File: config.mk
export PLATFORM = sky130hd
export DESIGN_NAME = alu_share_arb
export DESIGN_NICKNAME = d
export VERILOG_FILES = /design/src/rtl/alu_pkg.sv /design/src/rtl/alu64_core.sv /design/src/rtl/alu_share_arb.sv
export SDC_FILE = /design/constraint.sdc
export NUM_CORES = 1
export LEC_CHECK = 0
export ABC_AREA = 1
export BUFFER_PORTS_ARGS = -buffer_cell sky130_fd_sc_hd__buf_2
export CORE_UTILIZATION = 33
export CTS_CLUSTER_SIZE = 16
export DETAILED_ROUTE_END_ITERATION = 6
export GPL_TIMING_DRIVEN = 0
export PLACE_DENSITY = 0.53
export SLEW_MARGIN = 20
export SYNTH_ARGS = -nofsm -noshare
export SYNTH_HDL_FRONTEND = slang
export SYNTH_HIERARCHICAL = 1
export SYNTH_SLANG_ARGS = --single-unit
File: constraint.sdc
create_clock -name clk -period 4.75 [get_ports clk]
set_clock_uncertainty 0.1 [all_clocks]
set_input_delay 0.2375 -clock clk [delete_from_list [all_inputs] [get_ports clk]]
set_output_delay 0.2375 -clock clk [all_outputs]
set_load 0.05 [all_outputs]
File: src/rtl/alu_pkg.sv
// rtl/alu_pkg.sv - shared ALU function codes, CC bit indices and result-slot states
package alu_pkg;

    localparam logic [1:0] ALU_ADD = 2'd0;
    localparam logic [1:0] ALU_SUB = 2'd1;
    localparam logic [1:0] ALU_AND = 2'd2;
    localparam logic [1:0] ALU_XOR = 2'd3;

    localparam int CC_ZF = 2;
    localparam int CC_SF = 1;
    localparam int CC_OF = 0;

    localparam logic [2:0] CC_RESET = 3'b100;

    typedef enum logic {
        ST_EMPTY = 1'b0,
        ST_FULL  = 1'b1
    } state_t;

endpackage

File: src/rtl/alu64_core.sv
// rtl/alu64_core.sv - combinational add/sub/and/xor datapath with {ZF,SF,OF} flags
module alu64_core
    import alu_pkg::*;
#(
    parameter int WIDTH = 64
) (
    input  logic [1:0]       fn,
    input  logic [WIDTH-1:0] a,
    input  logic [WIDTH-1:0] b,
    output logic [WIDTH-1:0] result,
    output logic [2:0]       flags
);

    logic sa, sb, sr;

    always_comb begin
        result = '0;
        flags  = 3'b000;
        unique case (fn)
            ALU_ADD: result = b + a;
            ALU_SUB: result = b - a;
            ALU_AND: result = b & a;
            ALU_XOR: result = b ^ a;
        endcase
        sa = a[WIDTH-1];
        sb = b[WIDTH-1];
        sr = result[WIDTH-1];
        flags[CC_ZF] = (result == '0);
        flags[CC_SF] = sr;
        // Operand order is b op a, so subtraction overflow is judged against b's sign.
        if (fn == ALU_ADD) begin
            flags[CC_OF] = (sa == sb) && (sr != sa);
        end else if (fn == ALU_SUB) begin
            flags[CC_OF] = (sa != sb) && (sr != sb);
        end
    end

endmodule

File: src/rtl/alu_share_arb.sv
// rtl/alu_share_arb.sv - round-robin share of one ALU between two requesters; CC register under ALU_CC_EN
module alu_share_arb
    import alu_pkg::*;
#(
    parameter int WIDTH = 64,
    parameter int TAGW  = 4
) (
    input  logic             clk,
    input  logic             rst,
    input  logic             req0_valid,
    output logic             req0_ready,
    input  logic [1:0]       req0_fn,
    input  logic [WIDTH-1:0] req0_a,
    input  logic [WIDTH-1:0] req0_b,
    input  logic [TAGW-1:0]  req0_tag,
    input  logic             req0_setcc,
    input  logic             req1_valid,
    output logic             req1_ready,
    input  logic [1:0]       req1_fn,
    input  logic [WIDTH-1:0] req1_a,
    input  logic [WIDTH-1:0] req1_b,
    input  logic [TAGW-1:0]  req1_tag,
    input  logic             cc_hold,
    output logic             rsp_valid,
    input  logic             rsp_ready,
    output logic [WIDTH-1:0] rsp_data,
    output logic             rsp_src,
    output logic [TAGW-1:0]  rsp_tag,
    output logic [2:0]       rsp_flags,
    output logic [2:0]       cc
);

    state_t           state_q, state_d;
    logic [WIDTH-1:0] data_q, data_d;
    logic             src_q, src_d;
    logic [TAGW-1:0]  tag_q, tag_d;
    logic [2:0]       flags_q, flags_d;
    logic             last_grant_q, last_grant_d;

    logic             free, gnt0, gnt1, accept, sel;
    logic [1:0]       op_fn;
    logic [WIDTH-1:0] op_a, op_b, alu_result;
    logic [2:0]       alu_flags;

    always_comb begin
        free   = (state_q == ST_EMPTY) || rsp_ready;
        // On a tie the requester that did not win last time is preferred.
        gnt0   = req0_valid && (!req1_valid || last_grant_q);
        gnt1   = req1_valid && (!req0_valid || !last_grant_q);
        accept = free && (gnt0 || gnt1);
        sel    = gnt1;
        op_fn  = sel ? req1_fn : req0_fn;
        op_a   = sel ? req1_a  : req0_a;
        op_b   = sel ? req1_b  : req0_b;
    end

    alu64_core #(.WIDTH(WIDTH)) u_alu (
        .fn     (op_fn),
        .a      (op_a),
        .b      (op_b),
        .result (alu_result),
        .flags  (alu_flags)
    );

    always_comb begin
        state_d      = state_q;
        data_d       = data_q;
        src_d        = src_q;
        tag_d        = tag_q;
        flags_d      = flags_q;
        last_grant_d = last_grant_q;
        if (accept) begin
            data_d       = alu_result;
            src_d        = sel;
            tag_d        = sel ? req1_tag : req0_tag;
            flags_d      = alu_flags;
            last_grant_d = sel;
        end
        unique case (state_q)
            ST_EMPTY: if (accept) state_d = ST_FULL;
            ST_FULL:  if (rsp_ready && !accept) state_d = ST_EMPTY;
        endcase
    end

    always_ff @(posedge clk or posedge rst) begin
        if (rst) begin
            state_q      <= ST_EMPTY;
            data_q       <= '0;
            src_q        <= 1'b0;
            tag_q        <= '0;
            flags_q      <= 3'b000;
            last_grant_q <= 1'b1;
        end else begin
            state_q      <= state_d;
            data_q       <= data_d;
            src_q        <= src_d;
            tag_q        <= tag_d;
            flags_q      <= flags_d;
            last_grant_q <= last_grant_d;
        end
    end

    always_comb begin
        req0_ready = free && gnt0;
        req1_ready = free && gnt1;
        rsp_valid  = (state_q == ST_FULL);
        rsp_data   = data_q;
        rsp_src    = src_q;
        rsp_tag    = tag_q;
        rsp_flags  = flags_q;
    end

`ifdef ALU_CC_EN
    logic [2:0] cc_q, cc_d;

    always_comb begin
        cc_d = cc_q;
        if (accept && !sel && req0_setcc && !cc_hold) begin
            cc_d = alu_flags;
        end
    end

    always_ff @(posedge clk or posedge rst) begin
        if (rst) begin
            cc_q <= CC_RESET;
        end else begin
            cc_q <= cc_d;
        end
    end

    assign cc = cc_q;
`else
    logic cc_ctrl_unused;

    assign cc_ctrl_unused = req0_setcc ^ cc_hold;
    assign cc             = CC_RESET;
`endif

endmodule

Yosys cells after proc, flatten, opt, wreduce, memory -nomap -nowiden
Index checks and enable logic that the tools add are counted.
- register bits after elaboration: 74
- output and inout port bits: 78
- logic and storage cells: 46
- add/sub/neg operators: 2
- eq/ne operators: 7
- multiplexer cells: 10
- bitwise gates (word level): 3
- reduce and logical (&&, ||, !) cells: 18
- operators with widths (kind ; count):
    64-bit case mux with 4 select lines ; 1
    64-bit 2-to-1 mux ; 2
    64-bit adder ; 1
    64-bit AND ; 1
    64-bit zero test ; 1
    64-bit subtractor ; 1
    64-bit XOR ; 1
    1-bit logical AND ; 8
    2-bit equality test, second input constant ; 2
    1-bit zero test ; 4
    1-bit logical OR ; 4
    1-bit 2-to-1 mux ; 4
    4-bit 2-to-1 mux ; 1
    1-bit != test ; 3
    2-bit by 1-bit equality test with 1-bit output, second input constant ; 1
    2-bit zero test ; 1
    2-bit 2-to-1 mux ; 1
    1-bit case mux with 2 select lines ; 1
    1-bit equality test ; 1
    1-bit inverter ; 1

Depth between registers and ports, before layout
- depth in word-level cells: 10
- depth in mapped cells: 42
- mapped depth without buffers: 41

Cells and area by module
Netlist, hierarchy kept.
- modules (own cells, without submodules) (module ; times used ; cells each ; area an instance (sq um) ; seq. area each (sq um)):
    alu64_core ; 1 ; 2030 ; 10203.5 ; 0.0
    alu_share_arb ; 1 ; 772 ; 4813.4 ; 1853.0

Worst setup path after synthesis
No wires, ideal clock.
- path type: reg2reg
- from: register last_grant_q
- to: register flags_q[0] (netlist: rsp_flags[0])
- arrival time: 4.372 ns
- path slack: 0.212 ns
- stages on the path, launching flop included: 38
- period minus slack after synthesis: 4.538 ns
- cells stage by stage: dfstp_2 nand2_1 buf_2 buf_2 nand3_1 nand2_1 inv_1 ha_1 inv_1 nor3_2 nand2_2 nor2_4 nand2_4 nor2_4 nand3_4 nor2_8 nor2_4 nor2_4 [... 2 more ...] nand2_1 xor2_1 ha_1 nand2_1 nor2_1 nand2_1 nor2_1 inv_1 nor2_1 nor2_1 nand3_1 nand2_1 o21bai_4 xor2_1 nand2_1 o21ai_1 nand2_1 nand2_1
- longest elaborated chain between the ends: 10
- RTL lines (item ; RTL line ; source):
    from (decl) ; alu_share_arb.sv:38 ; logic last_grant_q, last_grant_d;
    from (signal assigned) ; alu_share_arb.sv:99 ; last_grant_q <= last_grant_d;
    1-bit zero test * ; alu_share_arb.sv:49 ; gnt1 = req1_valid && (!req0_valid || !last_grant_q);
    1-bit logical OR * ; alu_share_arb.sv:49 ;
    1-bit logical AND * ; alu_share_arb.sv:49 ;
    64-bit 2-to-1 mux * ; alu_share_arb.sv:53 ; op_a = sel ? req1_a : req0_a;
    via op_a[0] ; alu_share_arb.sv:42 ; logic [WIDTH-1:0] op_a, op_b, alu_result;
    64-bit subtractor or 64-bit adder (tied branches) ; alu64_core.sv:21, alu64_core.sv:20 ;
    64-bit case mux with 4 select lines * ; alu64_core.sv:19 ; unique case (fn)
    via alu_flags[1] ; alu_share_arb.sv:43 ; logic [2:0] alu_flags;
    1-bit != test ; alu64_core.sv:34 ; flags[CC_OF] = (sa != sb) && (sr != sb);
    1-bit logical AND ; alu64_core.sv:34 ;
    1-bit 2-to-1 mux ; alu64_core.sv:33 ; end else if (fn == ALU_SUB) begin
    1-bit 2-to-1 mux * ; alu64_core.sv:31 ; if (fn == ALU_ADD) begin
    via alu_flags[0] ; alu_share_arb.sv:43 ;
    to (signal assigned) ; alu_share_arb.sv:98 ; flags_q <= flags_d;
    to (decl) ; alu_share_arb.sv:37 ; logic [2:0] flags_q, flags_d;
Mark *: on every way through the listed nets, which the timed path passes. The rest lies on a longest branch.
A chain may end at the register's enable or synchronous reset.

Worst setup path in the final report
Same ends and word-level chain as after synthesis.

==> results.toml <==
[outcome]
status = "complete, but fails checks"
failed_checks = "negative setup slack"

[floorplan]
die-area_um2 = 46360
ioPinCount = 353
initial_cell_density_of_the_core = 0.3374
die_h_um = 215.3
floorplan.die.width_um = 215.3
core.rowCount = 77
core_outline_area_um2 = 44510

[sta]
max_freq_mhz = 188.5
final_period_util = 1.117
number_of_max_slew_violations_in_the_final_report = 0
timing.final.hold_violations = 0
actual_transition_at_the_worst_max_transition_pin_ps = 884.6
finalWorstPathRequiredPeriod_ps = 5305
slew_headroom = 0.4040
setup_viol = 4
final.setup.worst_slack_ps = -554.6
rsz0062_at_grt = "true"

[synthesis]
post_synth_edffs = 0
async_reset_ff_frac = 1.000
yosysUniqueCellTypes = 48
seq_cells_post_synth = 74
sequential_fraction_of_the_synthesis_area = 0.1234
synthDominantCellAreaShare = 0.3019
average_cell_area_after_synthesis_um2 = 5.359
count_of_synthesis_stage_warnings_from_yosys = 6
synth_top_cells_by_area = "nand2_1, dfrtp_1, inv_1"
post-synth-top-area-cell = "nand2_1"
synth_ff_type = "dfrtp_1"
postSynthCellCount = 2802
post_synth_instance_area_um2 = 15020

[power]
leakage_power_nw = 11.92
power.density_cell_area_nw_per_um2 = 360.2
worst_ir_drop_vdd_uv = 360.7

[clocking]
clock_tree_from_tritoncts = "yes"
cts-buffers-inserted = 9
clkSinkCount = 74
clk_pin_slew_ps = 60
clock_path_buffers = 2
cts_max_level = 3
clock_insertion_delay_worst_skew_ps = 340
clock_tree.root_cell = "clkbuf_16"

[layout]
final_layout_size_suffix_gt1_frac = 0.3074
mostFrequentLayoutCells = "nand2_1, inv_1, buf_2, nand3_1, nor2_1"
syn_to_final_growth_pct = 39.00
multi_input_comb_area_um2 = 13230
filler_cell_count = 4890
seq_area_um2 = 1853
final_common_cell = "nand2_1"
post-route-cell-area_um2 = 20870
finalNetCount = 3646

[placement]
detailedPlace.worstSlack_ps = -1929
dp_hpwl_um = 61950
placed_area_um2 = 17530
buffer_ports.inserted = 347
gp_weighted_congestion = 0.9682

[detailed_routing]
route.detailed.wl_per_inst_um = 18.90
drt_pass1_iterations = 5
final_antenna_net_count = 0
detail_route.iter0.violations = 1593
detail_route.drc_violations = 0
via_per_inst = 5.005
route.vias.total = 19220
totalWireLength_um = 72590

[global_route]
globalRouteTotalUtil = 0.3034
grt_overflow_total = 0
first_global_vias = 18000
grt_start_max_net_pins = 58
number_of_antenna_violations_at_the_first_check_in_global_routing = 2
grt_pass1_wl_um = 106100

[setup_path]
crit_path_max_incr_delay_ps = 560
critical_path_class = "reg2reg"
cpMaxStageDelayCell = "dfstp_2"
worst_setup_path_end_kind = "flop"
regToRegStartpoint = "last_grant_q$_DFFE_PP1P_"
setup.worst_path.start_class = "flop"
cpMostUsedCell = "nor2_4"
cp_max_fo = 10
cp-startpoint = "last_grant_q$_DFFE_PP1P_"
worst-endpoint-arrival_ps = 5490
timing.critical_path.required_ps = 4930
ff2ff_setup_slack_ps = -550

[worst_hold_path]
worstHoldPathType = "in2reg"
timing.hold.worst.start = "req0_tag[3]"

[run]
drv_cap = 0
-- where the power goes --
group / internal [mW] / switching (mW)
clock: 0.405 / 0.274
sequential: 0.840 / 0.120
combinational: 1.83 / 4.05
total: 3.08 / 4.44
-- stage by stage --
| stage | cells | hold WS [ps] | setup TNS [ps] | utilization | power (mW) |
|---|---|---|---|---|---|
| 6_report | 3840 | 77.11 | -1733 | 0.4690 | 7.518 |
| 5_1_grt | 3839 | 103.9 | -3792 | 0.4689 | 8.064 |
| 4_1_cts | 3805 | 61.27 | -1943 | 0.4305 | 6.930 |
| 3_5_place_dp | 3743 | 96.17 | -53150 | 0.3938 | 5.867 |
| 3_3_place_gp | 3742 | 350.7 | -52340 | 0.3931 | 5.832 |
| 2_1_floorplan | 2803 | 246.3 | 0 | - | 4.320 |
-- worst paths after layout --
check	to	cells past startpoint
min reg2reg	rsp_data[28]$_DFFE_PP0P_	2
max in group asynchronous	rsp_data[54]$_DFFE_PP0P_	4
min	rsp_tag[3]$_DFFE_PP0P_	5
max reg2reg	rsp_flags[0]$_DFFE_PP0P_	32
max	rsp_flags[0]$_DFFE_PP0P_	32
min in group asynchronous	rsp_src$_DFFE_PP0P_	3
-- registers in the layout, indices dropped and copies added, names as in the netlist --
signal / flops
last_grant_q: 1
rsp_data: 64
rsp_flags: 3
rsp_src: 1
rsp_tag: 4
rsp_valid: 1
-- layout make-up --
type / count / share of cell area
antenna: 1 / 0.0001199
buffer: 87 / 0.02739
clock buffer: 9 / 0.01079
clock inverter: 7 / 0.003297
inverter: 455 / 0.08278
multi-input combinational: 2186 / 0.6339
sequential: 74 / 0.08877
tap: 592 / 0.03549
timing repair buffer: 429 / 0.1175
-- layer usage --
layer,part of all wire,global-route usage,vias to the layer above
met1,0.49,0.4531,8870
met3,0.067,0.03425,79
met4,0.023,0.09267,2
met2,0.42,0.4491,714
met5,0.00012,0,-
li1,-,-,9555
-- synthesized netlist by cell type (13+ instances only) --
cell,count
a21oi_1,70
a22o_1,55
buf_2,45
buf_4,20
dfrtp_1,73
ha_1,128
inv_1,445
nand2_1,1208
nand2_2,14
nand3_1,256
nand3b_1,16
nand4_1,23
nor2_1,216
nor2_2,13
nor3_1,27
o21ai_0,20
o21bai_1,13
xnor2_1,20
xor2_1,45
-- kinds of logic (layout without fill, tap and decap cells) --
group | count (synthesis) | in the layout | share of synthesized area
simple gates | 1813 | 1813 | 0.5033
flops | 74 | 74 | 0.1234
fa+ha+maj | 129 | 129 | 0.1080
buf+inv | 543 | 987 | 0.1480
compound gates | 176 | 176 | 0.07899
other cells | 2 | 4 | 0.0005001
xor+xnor | 65 | 65 | 0.03791
-- timing repair --
item / in CTS / in global routing
cloned: 1 / 0
resized for setup: 261 / 350
endpoints found under the hold margin: 18 / 0
pin swaps: 80 / 137
setup endpoints to repair: 64 / 52
setup buffers: 44 / 34
hold buffers: 2 / 0
-- critical path: cells and delay by family, from the launching register on --
kind                     cells  cell delay (ps)
flip-flops                   1              560
adder cells (fa/ha/maj)      1              250
XOR/XNOR                     2              420
AND/OR/NAND/NOR             14             1980
AO/OA/AOI/OAI                9             1200
buffers and inverters        6              730
Power figures use the tool's default switching activity.
